## src/rtl/fetch_ctrl.sv

```systemverilog
// Fetch sequencing controller for the RV32I PC register: chooses advance, hold
// or load each cycle and drives the instruction-memory request and decode strobe.
module fetch_ctrl #(
  parameter logic [31:0] RESET_VEC = 32'h0000_0000,
  parameter logic [31:0] TRAP_VEC  = 32'h0000_0100,
  parameter int          TIMEOUT   = 16
) (
  input  logic        clk,
  input  logic        rst,
  input  logic [31:0] pc_cur,
  output logic        pc_jmp,
  output logic [31:0] pc_in,
  output logic        imem_req,
  output logic [31:0] imem_addr,
  input  logic        imem_ready,
  input  logic        stall,
  output logic        if_valid,
  output logic [31:0] if_pc,
  input  logic        redir_valid,
  input  logic [31:0] redir_target,
  input  logic        trap_req,
  output logic        fetch_fault,
  output logic        misalign_err
);

  localparam int CW = (TIMEOUT <= 2) ? 1 : $clog2(TIMEOUT);
  localparam logic [CW-1:0] WAIT_LAST = CW'(TIMEOUT - 1);

  typedef enum logic [1:0] {BOOT, FETCH, HOLD} state_t;

  state_t        state_reg, state_next;
  logic [CW-1:0] wait_cnt_reg, wait_cnt_next;
  logic [31:0]   hold_pc_reg, hold_pc_next;
  logic          flush;

  assign flush = trap_req | redir_valid;

  always_comb begin
    pc_jmp        = 1'b0;
    pc_in         = 32'h0;
    imem_req      = 1'b0;
    imem_addr     = 32'h0;
    if_valid      = 1'b0;
    if_pc         = 32'h0;
    fetch_fault   = 1'b0;
    misalign_err  = 1'b0;
    state_next    = state_reg;
    wait_cnt_next = wait_cnt_reg;
    hold_pc_next  = hold_pc_reg;

    if (!rst) begin
      case (state_reg)
        BOOT: begin
          pc_jmp        = 1'b1;
          pc_in         = RESET_VEC;
          wait_cnt_next = '0;
          state_next    = FETCH;
        end

        FETCH, HOLD: begin
          if (state_reg == FETCH) begin
            imem_addr = pc_cur;
            if_pc     = pc_cur;
          end else begin
            if_pc     = hold_pc_reg;
          end

          if (flush) begin
            // Trap beats redirect; a misaligned target is converted into a trap.
            pc_jmp        = 1'b1;
            wait_cnt_next = '0;
            state_next    = FETCH;
            if (trap_req) begin
              pc_in = TRAP_VEC;
            end else if (redir_target[1:0] != 2'b00) begin
              pc_in        = TRAP_VEC;
              misalign_err = 1'b1;
            end else begin
              pc_in = redir_target;
            end
          end else if (state_reg == HOLD) begin
            if_valid = 1'b1;
            if (stall) begin
              pc_jmp = 1'b1;
              pc_in  = pc_cur;
            end else begin
              state_next = FETCH;
            end
          end else begin
            imem_req = 1'b1;
            if (imem_ready) begin
              if_valid      = 1'b1;
              wait_cnt_next = '0;
              if (stall) begin
                pc_jmp       = 1'b1;
                pc_in        = pc_cur;
                hold_pc_next = pc_cur;
                state_next   = HOLD;
              end
            end else begin
              pc_jmp = 1'b1;
              if (wait_cnt_reg == WAIT_LAST) begin
                fetch_fault   = 1'b1;
                pc_in         = TRAP_VEC;
                wait_cnt_next = '0;
              end else begin
                pc_in         = pc_cur;
                wait_cnt_next = wait_cnt_reg + CW'(1);
              end
            end
          end
        end

        default: state_next = BOOT;
      endcase
    end
  end

  always_ff @(posedge clk) begin
    if (rst) begin
      state_reg    <= BOOT;
      wait_cnt_reg <= '0;
      hold_pc_reg  <= 32'h0;
    end else begin
      state_reg    <= state_next;
      wait_cnt_reg <= wait_cnt_next;
      hold_pc_reg  <= hold_pc_next;
    end
  end

endmodule

```

## config.mk

```make
export PLATFORM = sky130hd
export DESIGN_NAME = fetch_ctrl
export DESIGN_NICKNAME = d
export VERILOG_FILES = /design/src/rtl/fetch_ctrl.sv
export SDC_FILE = /design/constraint.sdc
export NUM_CORES = 1
export LEC_CHECK = 0
export CORE_AREA = 10 10 98 100
export DETAILED_ROUTE_END_ITERATION = 8
export DIE_AREA = 0 0 108 110
export GPL_TIMING_DRIVEN = 0
export PLACE_DENSITY = 0.9
export SETUP_SLACK_MARGIN = 0.02
export SYNTH_ARGS = -nofsm -noshare
export SYNTH_HDL_FRONTEND = slang
export SYNTH_SLANG_ARGS = --single-unit
```

## constraint.sdc

```tcl
create_clock -name clk -period 4.9 [get_ports clk]
set_input_delay 0.98 -clock clk [delete_from_list [all_inputs] [get_ports clk]]
set_output_delay 0.98 -clock clk [all_outputs]
set_load 0.02 [all_outputs]
```

==> results of run 1 <==
synth_stat cells, types with 11 or more instances:
master,instances
sky130_fd_sc_hd__and3_1,33
sky130_fd_sc_hd__mux2i_1,32
sky130_fd_sc_hd__a21oi_1,35
sky130_fd_sc_hd__o211ai_1,28
sky130_fd_sc_hd__buf_2,13
sky130_fd_sc_hd__clkbuf_1,25
sky130_fd_sc_hd__a221oi_1,23
sky130_fd_sc_hd__inv_1,32
sky130_fd_sc_hd__o21ai_0,11
sky130_fd_sc_hd__dfxtp_1,38
sky130_fd_sc_hd__o21ai_1,31
sky130_fd_sc_hd__nand3_1,34
sky130_fd_sc_hd__nor2_1,41
worst max path at each step:
stage,from,endpoint,cells past startpoint
floorplan,rst,pc_in[16],6
global placement,imem_ready,pc_in[30],7
detailed placement,imem_ready,pc_in[30],7
CTS,imem_ready,pc_in[30],7
global route,imem_ready,pc_in[30],7
finish,imem_ready,pc_in[30],7
per-layer routing:
metal	GRT usage	vias up	wire length, um
li1	-	1986	-
met1	0.263	1973	5430
met2	0.410	267	7100
met3	0.0627	44	1660
met4	0.0830	0	437
met5	0	-	0
critical path, cell delays in order:
cell,delay (ns)
sky130_fd_sc_hd__clkdlybuf4s50_1,0.54
sky130_fd_sc_hd__o21bai_1,0.25
sky130_fd_sc_hd__buf_4,0.21
sky130_fd_sc_hd__buf_2,0.30
sky130_fd_sc_hd__o211ai_1,0.14
sky130_fd_sc_hd__a221oi_1,0.36
sky130_fd_sc_hd__clkdlybuf4s50_1,0.68
final cells by class:
cell class	instances	share of cell area
multi-input cells	322	0.405
inverters	32	0.0231
repair buffers	170	0.327
well taps	102	0.0245
clock buffers	7	0.0166
clock inverters	1	0.000961
plain buffers	52	0.0565
flip-flops and latches	38	0.146
where the power goes:
group          leakage (nW)  switching [W]  internal (W)
combinational          1.62       0.000237      0.000185
sequential            0.307     0.00000426      0.000314
clock                0.0482       0.000117      0.000114
total                  1.98       0.000359      0.000613
kinds of logic after synthesis:
family / after synthesis / share of synthesized area
DFF: 38 / 0.232
and+or+nand+nor: 141 / 0.238
buffers and inverters: 84 / 0.126
muxes: 32 / 0.0975
AOI/OAI and AO/OA: 142 / 0.281
adders and majority gates: 7 / 0.0267
per-stage QoR:
| step | worst slack, ns | utilization |
|---|---|---|
| finish | 0.449 | 0.681 |
| global route | 0.319 | 0.681 |
| CTS | 0.504 | 0.681 |
| detailed placement | 0.519 | 0.669 |
| global placement | 0.551 | 0.669 |
| floorplan | 1.70 | - |
==> impl_summary.txt, run 1 <==
----------------------------------------------------
[Finish]
  Layout-stage area growth over the synthesis result ... 58.5%
  Top library cells by usage in the layout, fill and taps aside ... sky130_fd_sc_hd__clkdlybuf4s50_1 (170), sky130_fd_sc_hd__nor2_1 (41), sky130_fd_sc_hd__dfxtp_1 (38)
  Final-layout fill cell count ... 651
  Flip-flop count of the largest register after layout ... 32
  Area of the multi-input gates ... 2110 sq um
  Leading cell type in the layout, fill and taps excluded ... sky130_fd_sc_hd__clkdlybuf4s50_1
  Net total in the final layout ... between 600 and 700
  Diode insertion count for antenna repair ... 0
  Register area ... between 700 and 800 sq um
  Share of post-route cells with drive strength above 1 ... 0.0643
  Number of standard cells in the final layout excluding fillers ... 724
  Post-layout instance area ... approximately 5200 sq um

[Synthesis]
  Share of Yosys cell area claimed by the top area cell type ... 0.232
  Post-Syn Instances ... 444
  Ys async rst share ... 0
  Mapped Area ... approximately 3300 sq um
  Net count after synthesis ... 521
  Number of enable-type register cells in the synthesized netlist ... 0
  Count of cell types in the netlist ... 42
  Largest cells by area after synthesis ... sky130_fd_sc_hd__dfxtp_1 (23%), sky130_fd_sc_hd__mux2i_1 (9.7%), sky130_fd_sc_hd__o211ai_1 (6.4%)
  Fraction of the yosys area taken by sequential cells ... 0.232
  Largest area contributor in the netlist ... sky130_fd_sc_hd__dfxtp_1
  Flip-flop and latch count after synthesis ... 38
  Mean instance size in the synthesized netlist ... 7.40 sq um
  Yosys warning total ... 0
  Flip-flop cell with the highest count after synthesis ... sky130_fd_sc_hd__dfxtp_1

[Global routing]
  Initial antenna violation count ... 0
  Vias in the first global route ... about 4400
  Remaining Overflow, GRT ... 0
  Wire length of the first global-routing pass ... 22600 um
  Global router's overall resource usage ... 0.232
  Maximum number of pins on one net before global-route repair ... 12

[Clocking]
  Maximum root-to-sink buffer count ... 2
  Number of buffers inserted by hold repair at cts ... 0
  CTS Root Cell ... sky130_fd_sc_hd__clkbuf_8
  CTS tree ... yes
  CTS Sinks ... 38
  Clock transition time at the flip-flop clock pins of the worst setup and hold paths ... ~0.080 ns
  Insertion delay to the later sink of the worst-skew pair ... 0.30 ns
  Number of buffers created by CTS ... 5
  Maximum level of the CTS H-tree ... 2
  Post-CTS setup buffers ... 0
  Resized Gates After CTS ... 0

[Timing]
  Total count of hold-check failures in the final report ... 0
  Fin. max-slew vios ... 0
  RSZ-0062 raised after global routing ... no
  Clock Skew ... 0.00580 ns
  Tightest Pin Transition ... 0.618 ns
  Final worst-path cycle share ... 0.908
  Setup-failing EPs final ... 0
  Final worst hold slack ... between 0.4 and 0.5 ns
  Worst slew margin relative to its limit ... 0.582
  Accumulated negative setup slack ... 0 ns
  Shortest clock period the worst path allows after layout ... 4.45 ns
  Highest attainable clock frequency ... approximately 220 MHz

[Setup path]
  Classification of the worst setup path ... primary input to primary output
  Reg-to-reg critical path endpoint ... hold_pc_reg[22]
  CP Data Required Time ... between 3 and 4 ns
  CP max FO ... 10
  Setup crit end kind ... primary output
  Register-to-register path setup slack ... 2.83 ns
  Logic depth of the worst register-to-register path ... 6
  CP Launch Type ... primary input
  Reg-to-reg startpoint ... state_reg[0]
  Arrival time at the worst endpoint ... between 3 and 4 ns

[Floorplanning]
  Overall die height ... 110 um
  Number of rows in the core area ... 32
  Initial Utilization ... 0.430
  IO Count ... 171
  Standard cell core area ... about 7600 sq um
  Die Area ... 11900 sq um
  Overall die width ... 108 um

[Power]
  Power, Total ... 0.000972 W
  Power density cells ... about 190 nW/um^2
  Max rail drop VDD ... 122 uV
  Leak pwr ... 1.98 nW

[Run]
  Number of max-cap violations ... 0

[Worst hold path]
  Hold depth ... 2
  Hold path startpoint ... hold_pc_reg[18]
  Hold path endpoint ... hold_pc_reg[18]
  Class of the most critical hold timing path ... flop to flop

[Detailed routing]
  Via total after detailed routing ... about 4300
  Average wire length per cell after detail routing ... 20.2 um
  DRC ... 0
  Number of nets with antenna violations after detailed routing ... 0
  DRC marker count from the first detailed-route iteration ... 318
  Via density per instance ... 5.90
  Number of search-and-repair iterations in the first detailed-routing pass ... 5
  Wirelength, routed ... 14600 um

[Place]
  Number of placed instances with taps included ... 716
  Buffers added on ports ... 170
  GPL Wtd Cong ... roughly 0.85
  Area after detailed placement ... a little over 5000 sq um
  Detailed-placement wirelength estimate ... 11200 um

[Outcome]
  Status ... complete, no violations

----------------------------------------------------
No activity file was read; power rests on OpenSTA's default activity.
==> run 2: changes to the inputs <==
--- a/config.mk
+++ b/config.mk
@@ -6,6 +6,7 @@
 export NUM_CORES = 1
 export LEC_CHECK = 0
 export CORE_AREA = 10 10 98 100
+export CTS_CLUSTER_DIAMETER = 80
 export DETAILED_ROUTE_END_ITERATION = 8
 export DIE_AREA = 0 0 108 110
 export GPL_TIMING_DRIVEN = 0
==> results of run 2 <==
The final DEF is identical to that of run 1; final timing and power are the same.
==> RTL edit 1: new RTL, settings of run 2 <==
Change the parameter `TIMEOUT` from 16 to 64.
--- a/src/rtl/fetch_ctrl.sv
+++ b/src/rtl/fetch_ctrl.sv
@@ -3,7 +3,7 @@
 module fetch_ctrl #(
   parameter logic [31:0] RESET_VEC = 32'h0000_0000,
   parameter logic [31:0] TRAP_VEC  = 32'h0000_0100,
-  parameter int          TIMEOUT   = 16
+  parameter int          TIMEOUT   = 64
 ) (
   input  logic        clk,
   input  logic        rst,
Function: same outputs for any inputs over 4 cycles, from zero or initial values and one cycle with rst high; that may be too few to reach the edited logic, so the function may still have changed.
==> RTL edit 1 against run 2 <==
  * Sequential power up 5%
  * Largest cell class unchanged
  * Synthesized cell count down 9.0%
  * Critical path depth unchanged
  * Total power down 9.9%
  * Sequential cell count up 2
  * Wire length down 17%
  * Clock skew down 0.00079 ns
  * Synthesized area down 13%
  * Design area down 8.5%
  * Die area unchanged
  * Setup slack worse by 0.16 ns
==> RTL edit 1: results (changes against run 2) <==
Status: complete, no violations
GRT Resource Usage Total: 0.190 (-0.0421)
Global-route wire length before repair: 18500 µm (-18%)
Reg2Reg Depth: 7 (+1)
Syn nets: 481 (-7.7%)
Hold Path Sink: hold_pc_reg[20]$_SDFFE_PP0P_
Fillers: 659 (+1.2%)
Hold depth: 2 (unchanged)
Post-synth top cells: nand2_1 (73), nor2_1 (70), a21oi_1 (41)
Slew headroom: 0.578 (-0.00407)
Layout cell share with drive strength beyond 1: 0.0465 (-0.0178)
Vias post-DR: 3627 (-15%)
Vias in the first global route: 3665 (-16%)
Initial antenna violation count: 0 (unchanged)
Synth top area cells: dfxtp_1 (28%), mux2i_1 (12%), nand2_1 (9.6%)
Seq/Total Area, Yosys: 0.280 (+0.0486)
R2r setup slk: 2.74 ns (-0.09 ns)
Xor/xnor share of the synthesized area: 0.00306 (+0.00306)
Gpl congestion: 0.929 (+9.3%)
Post-synthesis compound-gate area fraction: 0.185 (-0.0960)
Mux contribution to synthesized area: 0.119 (+0.0216)
Drt pass-1 iters: 4 (-1)
Adder-Cell Fraction of Synth Area: 0.0306 (+0.00398)
Final clock skew: 0.00502 ns (-0.000785 ns)
Nets@finish: 658 (-5.7%)
HPWL Detailed: 9770 µm (-12%)
Critical Path End: pc_in[17]
Detailed router's first-iteration violation count: 157 (-51%)
Startpoint of the worst hold path: hold_pc_reg[20]$_SDFFE_PP0P_
CP arrival: 3.63 ns (+0.16 ns)
Max VDD drop: 0.111 mV (-9.0%)
Leak: 1.74 nW (-12%)
Reg2reg end: hold_pc_reg[5]$_SDFFE_PP0P_
Fin worst setup slack: 0.287 ns (-0.162 ns)
WHS: 0.455 ns (-0.0305 ns)
Distinct cells, synth: 40 (-4.8%)
Overall routed net length: 12200 µm (-17%)
[RTL edit 1: changes by cell type in the layout (fill, tap and decap cells not counted), sizes merged, moves of 29 or more]
cell / run 2 / this run
a22oi: 0 / 29
inv: 32 / 3
nand2: 5 / 73
nand3: 34 / 3
nor2: 41 / 70
o21ai: 42 / 3
[RTL edit 1: worst max-delay path, cell delays in order]
cell	delay, ns
clkdlybuf4s50_1	0.52
nand2b_1	0.21
nor3_1	0.42
clkbuf_1	0.55
a22oi_1	0.18
nor2_1	0.13
clkdlybuf4s50_1	0.63
[RTL edit 1: metal layers]
layer	vias to the layer above	part of all wire	GRT usage
met2	172	0.49	0.338
met1	1691	0.40	0.209
met5	-	0	0
met3	14	0.10	0.0708
li1	1750	-	-
met4	0	0.013	0.0506
[RTL edit 1: through the flow]
step                      std cells  area (µm²)   util
final                           683        4770  0.623
after global routing            683        4770  0.623
after CTS                       683        4770  0.623
after detailed placement        676        4690  0.613
after global placement          676        4690  0.613
after floorplan                 404        2860      -
[RTL edit 1: layout make-up]
type | instances | area, µm² | share of cell area
clock buffers | 6 | 72.6 | 0.0152
multi-input cells | 326 | 1890 | 0.397
plain buffers | 35 | 153 | 0.0320
clock inverters | 1 | 5.00 | 0.00105
well taps | 102 | 128 | 0.0268
repair buffers | 170 | 1700 | 0.357
inverters | 3 | 11.3 | 0.00236
flip-flops and latches | 40 | 801 | 0.168
[RTL edit 1: report_power, final]
part           switching, mW  internal [mW]  total, mW
registers            0.00419          0.330      0.334
logic                  0.182          0.156      0.338
clock network          0.106         0.0968      0.203
[RTL edit 1: kinds of logic after synthesis]
kind of cell	Yosys count
adders and majority gates	7
and+or+nand+nor	203
DFF	40
AOI/OAI and AO/OA	81
buffers and inverters	38
xor gates and xnor gates	1
muxes	34
==> RTL edit 2: new RTL, settings of run 2 <==
Made on the original files. Take the reset off `hold_pc_reg` and load it in a clocked block of its own.
--- a/src/rtl/fetch_ctrl.sv
+++ b/src/rtl/fetch_ctrl.sv
@@ -120,12 +120,14 @@
     if (rst) begin
       state_reg    <= BOOT;
       wait_cnt_reg <= '0;
-      hold_pc_reg  <= 32'h0;
     end else begin
       state_reg    <= state_next;
       wait_cnt_reg <= wait_cnt_next;
-      hold_pc_reg  <= hold_pc_next;
     end
+  end
+
+  always_ff @(posedge clk) begin
+    hold_pc_reg <= hold_pc_next;
   end
 
 endmodule
Function: same outputs for any inputs over 4 cycles, from zero or initial values and one cycle with rst high; that may be too few to reach the edited logic, so the function may still have changed.
==> RTL edit 2 against run 2 <==
  * Total power up 1.8%
  * Wire length shrank 13%
  * Utilization fell by 4.3 points
  * Global-route usage fell by 3.4 points
  * Via count decreased by 21%
  * Sequential power grew 12%
  * Sequential cell count stayed put
  * First-iteration DRC count is 37% lower
  * Setup slack worse by 0.024 ns
  * Synthesized area down 10%
  * Design area shrank 6.3%
  * Largest power group unchanged
==> RTL edit 2: results (changes against run 2) <==
Met1 wire length: 5010 µm (-7.7%)
Status: complete, no violations
Pre-CTS WS: 0.466 ns (-0.0536 ns)
R2r setup slk: 1.91 ns (-0.92 ns)
Combinational group share of total power: 0.412 (-0.023)
Number of synthesized flops with an enable pin: 32 (+32)
Nets@finish: 582 (-17%)
Distinct cells, synth: 40 (-4.8%)
Post-synth top cells: nor2_1 (40), and3_1 (34), inv_1 (33)
Seq/Total Area, Yosys: 0.367 (+0.136)
Switching power: 0.336 mW (-6.3%)
Synth top area cells: edfxtp_1 (33%), mux2i_1 (11%), a221oi_1 (8.3%)
Drt pass-1 iters: 4 (-1)
Layout cell share with drive strength beyond 1: 0.0514 (-0.0129)
Slew headroom: 0.400 (-0.182)
Seq pwr share: 0.361 (+0.034)
Met2 wire length: 6620 µm (-6.8%)
Leak: 1.89 nW (-4.5%)
Overall routed net length: 12700 µm (-13%)
Gpl congestion: 0.868 (+2.1%)
GR Util met2: 0.366 (-0.0444)
Syn nets: 404 (-22%)
Hold Path Sink: wait_cnt_reg[1]$_SDFFE_PP0P_
Pin count of the biggest net entering global routing: 14 (+2)
Startpoint of the worst hold path: wait_cnt_reg[1]$_SDFFE_PP0P_
Global-route wire length before repair: 18900 µm (-16%)
Final clock skew: 0.00533 ns (-0.000472 ns)
HPWL Detailed: 10100 µm (-9.7%)
## RTL edit 2: cell count changes after synthesis, moves of 4 or more
| cell | change |
|---|---|
| o21ai_0 | -4 |
| nand3_1 | -32 |
| a221oi_1 | +5 |
| dfxtp_1 | -32 |
| a21oi_1 | -32 |
| buf_4 | -6 |
| buf_6 | -8 |
| edfxtp_1 | +32 |
| o21ai_1 | -31 |
## RTL edit 2: cell families (layout without fill, tap and decap cells)
group                    after synthesis  in the layout  share of synthesized area
AO/OA/AOI/OAI                         79             79                      0.209
adder cells (fa/ha/maj)                7              7                     0.0297
buffers and inverters                 68            247                     0.0918
flip-flops                            38             38                      0.367
multiplexers                          32             32                      0.109
AND/OR/NAND/NOR                      103            103                      0.194
## RTL edit 2: worst max path at each step
stage	to	slack (ns)	depth (start not counted)
after global placement	hold_pc_reg[18]$_DFFE_PP_	-1.23	6
final	pc_in[18]	0.43	6
after detailed placement	pc_in[18]	0.47	6
after global routing	pc_in[18]	0.28	6
after CTS	pc_in[18]	0.44	6
after floorplan	hold_pc_reg[0]$_DFFE_PP_	0.59	5
## RTL edit 2: per-stage QoR
step,instances,utilization,power (mW),hold slack [ns],setup TNS [ns]
2_1_floorplan,327,-,0.571,0.467,0
6_report,608,0.638,0.989,0.521,0
3_5_place_dp,600,0.626,0.769,0.504,0
4_1_cts,608,0.638,0.993,0.514,0
5_1_grt,608,0.638,1.03,0.549,0
3_3_place_gp,598,0.623,0.759,0.481,-39.24
## RTL edit 2: layout make-up
| class | count | share of cell area |
|---|---|---|
| clock inverters | 1 | 0.00103 |
| well taps | 102 | 0.0262 |
| flip-flops and latches | 38 | 0.222 |
| repair buffers | 171 | 0.351 |
| multi-input cells | 221 | 0.328 |
| inverters | 33 | 0.0254 |
| plain buffers | 35 | 0.0300 |
| clock buffers | 7 | 0.0177 |
